--- src/rtl/hilo_ctrl_pkg.sv ---
// Shared definitions for the HI/LO sequencer: word width, divider latency
// default, counter width and the sequencer state encoding.
package hilo_ctrl_pkg;

  localparam int WORD_W      = 32;
  localparam int DIV_LAT_DEF = 34;
  localparam int CNT_W       = 6;

  typedef enum logic [1:0] {
    ST_IDLE  = 2'd0,
    ST_ISSUE = 2'd1,
    ST_WAIT  = 2'd2
  } state_t;

  typedef logic [WORD_W-1:0] word_t;

endpackage

--- src/rtl/hilo_regs.sv ---
// Architectural HI/LO register pair. A divider capture loads both halves and
// overrides any mthi/mtlo write presented in the same cycle.
module hilo_regs
  import hilo_ctrl_pkg::*;
#(
  parameter int DATA_W = WORD_W
) (
  input  logic              clk,
  input  logic              rst,
  input  logic              cap_en,
  input  logic [DATA_W-1:0] cap_hi,
  input  logic [DATA_W-1:0] cap_lo,
  input  logic              wr_hi,
  input  logic              wr_lo,
  input  logic [DATA_W-1:0] wr_data,
  output logic [DATA_W-1:0] hi,
  output logic [DATA_W-1:0] lo
);

  // Capture first, otherwise independent mthi/mtlo writes.
  always_ff @(posedge clk) begin
    if (rst) begin
      hi <= '0;
      lo <= '0;
    end else if (cap_en) begin
      hi <= cap_hi;
      lo <= cap_lo;
    end else begin
      if (wr_hi) hi <= wr_data;
      if (wr_lo) lo <= wr_data;
    end
  end

endmodule

--- src/rtl/hilo_ctrl.sv ---
// Divide sequencer and HI/LO holder. Accepts a divide request in IDLE,
// registers the operands, pulses the divider start, waits DIV_LAT cycles and
// captures the divider's remainder/quotient into HI/LO. Zero divisors are
// rejected up front with a one-cycle exception pulse.
module hilo_ctrl
  import hilo_ctrl_pkg::*;
#(
  parameter int DIV_LAT = DIV_LAT_DEF,
  parameter int DATA_W  = WORD_W
) (
  input  logic              clk,
  input  logic              rst,
  input  logic              op_div,
  input  logic [DATA_W-1:0] rs_val,
  input  logic [DATA_W-1:0] rt_val,
  input  logic              mthi,
  input  logic              mtlo,
  input  logic [DATA_W-1:0] wr_data,
  output logic [DATA_W-1:0] hi,
  output logic [DATA_W-1:0] lo,
  output logic              busy,
  output logic              done,
  output logic              div0_exc,
  output logic              div_start,
  output logic [DATA_W-1:0] div_a,
  output logic [DATA_W-1:0] div_b,
  input  logic [DATA_W-1:0] div_high,
  input  logic [DATA_W-1:0] div_low,
  input  logic              div_zero
);

  localparam logic [CNT_W-1:0] CNT_LAST = CNT_W'(DIV_LAT - 1);

  state_t           state;
  logic [CNT_W-1:0] cnt;

  logic idle;
  logic req_ok;
  logic req_zero;
  logic cap_en;
  logic wr_hi;
  logic wr_lo;

  assign idle     = (state == ST_IDLE);
  assign req_ok   = idle && op_div && (rt_val != '0);
  assign req_zero = idle && op_div && (rt_val == '0);
  assign cap_en   = (state == ST_WAIT) && (cnt == CNT_LAST);

  // A divide request in the same cycle swallows any mthi/mtlo, even when
  // the request itself is rejected for a zero divisor.
  assign wr_hi = idle && !op_div && mthi;
  assign wr_lo = idle && !op_div && mtlo;

  // Sequencer: state, latency counter, operand registers and handshake pulses.
  always_ff @(posedge clk) begin
    if (rst) begin
      state     <= ST_IDLE;
      cnt       <= '0;
      busy      <= 1'b0;
      done      <= 1'b0;
      div0_exc  <= 1'b0;
      div_start <= 1'b0;
      div_a     <= '0;
      div_b     <= '0;
    end else begin
      done      <= cap_en;
      div0_exc  <= req_zero;
      div_start <= req_ok;
      case (state)
        ST_IDLE: begin
          if (req_ok) begin
            div_a <= rs_val;
            div_b <= rt_val;
            state <= ST_ISSUE;
            busy  <= 1'b1;
          end
        end
        ST_ISSUE: begin
          cnt   <= '0;
          state <= ST_WAIT;
        end
        ST_WAIT: begin
          cnt <= cnt + 1'b1;
          if (cap_en) begin
            state <= ST_IDLE;
            busy  <= 1'b0;
          end
        end
        default: begin
          state <= ST_IDLE;
          busy  <= 1'b0;
        end
      endcase
    end
  end

  hilo_regs #(
    .DATA_W (DATA_W)
  ) u_regs (
    .clk     (clk),
    .rst     (rst),
    .cap_en  (cap_en),
    .cap_hi  (div_high),
    .cap_lo  (div_low),
    .wr_hi   (wr_hi),
    .wr_lo   (wr_lo),
    .wr_data (wr_data),
    .hi      (hi),
    .lo      (lo)
  );

  // The divisor held in div_b is never zero while waiting, so the divider's
  // zero flag must stay low for the whole WAIT phase.
  a_no_div_zero: assert property (@(posedge clk) disable iff (rst)
                                  (state == ST_WAIT) |-> !div_zero)
    else $error("div_zero raised during WAIT");

endmodule

--- config.mk ---
export PLATFORM = sky130hd
export DESIGN_NAME = hilo_ctrl
export DESIGN_NICKNAME = d
export VERILOG_FILES = /design/src/rtl/hilo_ctrl_pkg.sv /design/src/rtl/hilo_regs.sv /design/src/rtl/hilo_ctrl.sv
export SDC_FILE = /design/constraint.sdc
export NUM_CORES = 1
export LEC_CHECK = 0
export BUFFER_PORTS_ARGS = -buffer_cell sky130_fd_sc_hd__buf_2
export CORE_MARGIN = 3
export CORE_UTILIZATION = 44
export CTS_BUF_LIST = sky130_fd_sc_hd__clkbuf_2
export DETAILED_ROUTE_END_ITERATION = 16
export PLACE_DENSITY = 0.8
export SETUP_SLACK_MARGIN = 0.4
export SLEW_MARGIN = 20
export SYNTH_ARGS = -nofsm -noshare
export SYNTH_HDL_FRONTEND = slang
export SYNTH_SLANG_ARGS = --single-unit
export TNS_END_PERCENT = 100
--- constraint.sdc ---
create_clock -name clk -period 1.7 [get_ports clk]
set_input_delay 0.085 -clock clk [delete_from_list [all_inputs] [get_ports clk]]
set_output_delay 0.085 -clock clk [all_outputs]
set_load 0.03 [all_outputs]
[Yosys cells after proc, flatten, opt, wreduce, memory -nomap -nowiden]
Index checks and enable logic that the tools add are counted.
Storage, ports and cells
  flip-flop bits (word level): 140
  bits in read-only memories: 0
  bits in latches: 0
  output and inout port bits: 132
  RAM bits: 0
  memories kept: 0
Operators by class
  eq/ne operators: 5
  multipliers: 0
  divide/modulo/power cells: 0
  reduce and logical (&&, ||, !) cells: 17
  $add $sub $neg: 1
  bitwise gates (word level): 1
  order comparisons: 0
  mux-type cells: 11
  shift-type cells: 0
Operators with widths (number)
  $mux 32: 4
  $logic_not 32->1: 1
  $reduce_bool 32->1: 1
  $pmux 6 s2: 1
  $logic_and 1x1->1: 7
  $add 6x1->6 const B: 1
  $eq 6x6->1 const B: 1
  $pmux 2 s3: 1
  $reduce_bool 2->1: 3
  $mux 2: 2
  $reduce_and 2->1: 2
  $pmux 1 s3: 1
  $reduce_and 3->1: 1
  $eq 2x1->1 const B: 1
  $eq 2x2->1 const B: 1
  $logic_not 2->1: 1
  $mux 1: 2
  $ne 2x1->1 const B: 1
  $ne 2x2->1 const B: 1
  $logic_not 1->1: 1
  $not 1->1: 1

[Logic depth before layout (Yosys ltp)]
  word-level depth: 5
  gate-level depth with buffers: 9
  depth with buffers taken out: 7

[By module]
Synthesis repeated with hierarchy kept, for this count alone.
Unflattened totals
  cells, all modules: 653
  area total of the unflattened synthesis: 6533.8 µm²
Modules (own cells, without submodules)
  hilo_ctrl: seq. area each 1521.5 µm², times used 1, cells an instance 368, area an instance 3304.4 µm²
  hilo_regs: seq. area each 1281.2 µm², times used 1, cells an instance 285, area an instance 3229.3 µm²

[Worst setup path after synthesis]
OpenSTA, ideal clock, no wires.
  path kind: reg-to-reg
  from: register state[0]
  to: register u_regs.hi[10]
  required time: 1614 ps
  library setup time: 86 ps
  setup slack: -17 ps
  path buffers: 3
  cell stages (with the launch flop): 9
  data arrival time: 1631 ps
  cells stage by stage: dfxtp_1 inv_1 ha_1 and3_1 buf_2 a21o_1 buf_2 clkbuf_1 a211oi_1
Between the ends
  cells in the longest elaborated chain, start to end: 4
  elaborated cells on any way between the ends: 7
  those cells by class: 1 x eq/ne; 1 x mux; 5 x reduce/logical
Ends and longest elaborated chain
  start, declared: line hilo_ctrl.sv:34  | state_t state;
  start signal, assigned: line hilo_ctrl.sv:57  | state <= ST_IDLE;
  start signal, assigned: line hilo_ctrl.sv:74  | state <= ST_ISSUE;
  start signal, assigned: line hilo_ctrl.sv:80  | state <= ST_WAIT;
  $logic_not 2->1: line hilo_ctrl.sv:44  | assign idle = (state == ST_IDLE);
  $logic_and 1x1->1 (2 in a row): line hilo_ctrl.sv:51  | assign wr_hi = idle && !op_div && mthi;
  $reduce_bool 2->1 (no line)
  end signal, assigned: line hilo_regs.sv:26  | hi <= cap_hi;
  end signal, assigned: line hilo_regs.sv:29  | if (wr_hi) hi <= wr_data;
  end, declared: line hilo_regs.sv:16  | output logic [DATA_W-1:0] hi,
Several ways; a longest one is shown, not always the timed one.
A chain may end at the register's enable or synchronous reset.

[Final worst setup path]
  from: register cnt[2]
  to: register u_regs.hi[21]
Between the ends
  cells in the longest elaborated chain, start to end: 3
  elaborated cells on any way between the ends: 4
  those cells by class: 1 x eq/ne; 1 x mux; 2 x reduce/logical
Ends and longest elaborated chain
  start, declared: line hilo_ctrl.sv:35  | logic [CNT_W-1:0] cnt;
  start signal, assigned: line hilo_ctrl.sv:83  | cnt <= cnt + 1'b1;
  $eq 6x6->1 *: line hilo_ctrl.sv:47  | assign cap_en = (state == ST_WAIT) && (cnt == CNT_LAST);
  $logic_and 1x1->1 *: line hilo_ctrl.sv:47
  $mux 32 or $reduce_bool 2->1 (tied branches)
Every way passes the cells marked *; elsewhere a longest branch is shown, timed or not.

==> results.md <==
- Core area: 14,000 µm²
- Iteration-0 DRC Markers: 891
- Total GRT Usage: 0.340
- Die area: 15,900 µm²
- Final period util: 1.23
- Synthesized area: 6340 µm²
- Cts bufs inserted: 17
- Final Hold Fails: 1
- WL final: 38,200 µm
- Register area: 2980 µm²
- Measured slew at the worst slew-check pin: 0.559 ns
- Synth unique cells: 31
- Violated checks: hold timing, setup timing
- Ys flop type: dfxtp_1
- RSZ-0062 raised after global routing: true
- Crit Path Category: reg2reg
- Maximum fanout along the worst path: 22
- Worst Path Buf+Inv: 1
- Fraction of layout cells with a size suffix above 1: 0.567
- Port Buf Inserts: 296
- Max-slew headroom at the worst pin: 0.628
- Vias in the first global route: 8,079
- Initial antenna violation count: 5
- CTS max path bufs: 2
- Largest net degree at the start of global routing: 75
- Routed len/inst: 26.5 µm
- Hold Worst Slack: -0.214 ns
- Clk_lat worst skew: 0.79 ns
- Synth Instances: 677
- Yosys warnings: 0
- Leakage power: 5.46 nW
- CTS clk-pin slew, worst paths: 0.24 ns
- CP Cell Sequence: nor4b_4 > and3_4 > buf_12 > nor2b_1 > a21oi_1 > a211oi_2
- Final min period: 2.08 ns
- Crit-path slowest cell: a21oi_1
- Commonest non-fill, non-tap cell in the layout: dlygate4sd3_1
- CTS tree: built
- Fin Clk Skew: 0.0555 ns
- # IOs: 298
- Setup ws final: -0.384 ns
- Max Freq: 0.480 GHz
- Root buf cell: clkbuf_2
- Detailed-router iteration count before antenna repair: 9
- Area of the multi-input gates: 3760 µm²
- # setup viols final: 121
- Number of fill cells in the layout: 454
- Syn Area/Cell: 9.36 µm²
- CP endpoint kind: register
- Pwr Density: 1070 nW/µm²
- Area Growth Syn to Fin: 102%
- Die Height: 126 µm
- Slew Viols, Final: 0
- CP required: 2.35 ns
- Outcome: finished with violations
- Worst path max stage delay: 0.46 ns
- DP HPWL: 13,200 µm
- # H-tree levels: 4
- Max-cap viol count: 0
- Sequential area share after synthesis: 0.442
- Worst Hold Class: in2reg
- Most frequent cells in the layout: 185 x dlygate4sd3_1, 164 x buf_2, 139 x buf_6, 133 x dfxtp_2, 115 x nand2b_1
- Synth top area share: 0.442
- Post-route ant nets: 0
- Drt via density: 5.96
- DRC viols: 0
- GRT overflow: 0
- Via Count: 8,586
- Largest area contributor in the netlist: dfxtp_1
- Number of synthesized register bits: 140
- Leading post-synthesis cells by cell area: dfxtp_1 44%, nand2b_1 11%, mux2i_1 11%
- CP Launch Type: register
- Pre-CTS WS: -0.0843 ns
- Initial Util: 0.453
- Cell family with the largest share of critical-path delay: simple AND/OR/NAND/NOR gates
- Critical Path AT: 2.74 ns
- Mapped Nets: 850
- Die width: 126 µm
- Asr flop ratio synth: 0
- Final net count: 1,417
- Post-synth EDFFs: 0
- First-pass GRT wire length: 42,900 µm
- CTS Sinks: 140
- Maximum vdd ir drop: 0.546 mV
- Site Rows: 43
- GP Congestion: 0.817
[routing by layer]
layer	part of all wire	track usage	up-vias
li1	-	-	3455
met1	0.32	0.353	4004
met2	0.48	0.607	816
met3	0.11	0.104	309
met4	0.088	0.191	2
met5	0.00034	0	-
[sequential cells by signal (all words and copies together), names as in the netlist]
name       cells
u_regs.lo     32
done           1
u_regs.hi     32
div_b         32
cnt            6
div_a         32
state          2
div_start      1
busy           1
div0_exc       1
[metrics by stage]
step / area [µm²] / setup TNS, ns / total power, mW / utilization / std cells
floorplan: 6620 / 0 / 7.34 / - / 677
global placement: 8180 / -0.0566 / 8.24 / 0.585 / 1130
detailed placement: 8180 / -2.77 / 8.32 / 0.585 / 1130
CTS: 11300 / 0 / 11.5 / 0.809 / 1386
global route: 12800 / -20.95 / 14.1 / 0.917 / 1440
finish: 12800 / -14.47 / 13.8 / 0.917 / 1441
[worst register-to-register path, stage by stage, from the launching register on]
cell	delay [ns]
dfxtp_2	0.38
nor4b_4	0.31
and3_4	0.35
buf_12	0.22
nor2b_1	0.11
a21oi_1	0.46
a211oi_2	0.17
[synth_stat cells, drive strengths merged, types with 5 or more instances]
master    n
nor2b    33
or2b     18
a211oi   64
inv       5
ha        7
clkbuf   27
buf      27
nand2     7
a21oi    66
nor2     70
dfxtp   140
mux2i    68
nor4      9
nand2b  115
[worst paths after layout]
path	startpoint	slack, ns	cells past startpoint	end
setup / recovery	cnt[2]$_SDFFE_PP0P_	-0.38	6	u_regs.hi[21]$_SDFFE_PP0P_
hold / removal	rt_val[30]	-0.21	5	div0_exc$_SDFF_PP0_
setup reg to reg	cnt[2]$_SDFFE_PP0P_	-0.38	6	u_regs.hi[21]$_SDFFE_PP0P_
hold reg to reg	div_a[22]$_SDFFE_PP0P_	0.50	2	div_a[22]$_SDFFE_PP0P_
[power breakdown]
group / leakage (nW) / internal [mW] / total (mW) / switching [mW]
logic: 4.14 / 3.57 / 7.28 / 3.71
clock network: 0.121 / 0.517 / 1.90 / 1.38
registers: 1.20 / 4.00 / 4.58 / 0.580
[layout make-up]
cell class,count,area share
diodes,4,0.000780
clock buffers,19,0.00741
clock inverters,13,0.00790
inverters,5,0.00205
multi-input cells,478,0.293
flip-flops and latches,140,0.232
well taps,180,0.0176
repair buffers,602,0.439
[timing repair]
action	in CTS	in global routing
endpoints found under the setup margin	267	269
hold buffers	190	9
pin swaps	17	19
buffers inserted	27	44
gates resized for setup	216	418
hold endpoints to repair	139	10
cloned	7	11
[logic make-up (layout without fill, tap and decap cells)]
kind of cell    after synthesis  in the layout  share of synthesized area
buf+inv                      59            639                     0.0586
fa+ha+maj                     7              7                     0.0138
mux                          68             68                      0.107
simple gates                263            263                      0.235
other cells                   0              4                          0
flops                       140            140                      0.442
compound gates              137            137                      0.139
xor+xnor                      3              3                    0.00415
Power figures use the tool's default switching activity.
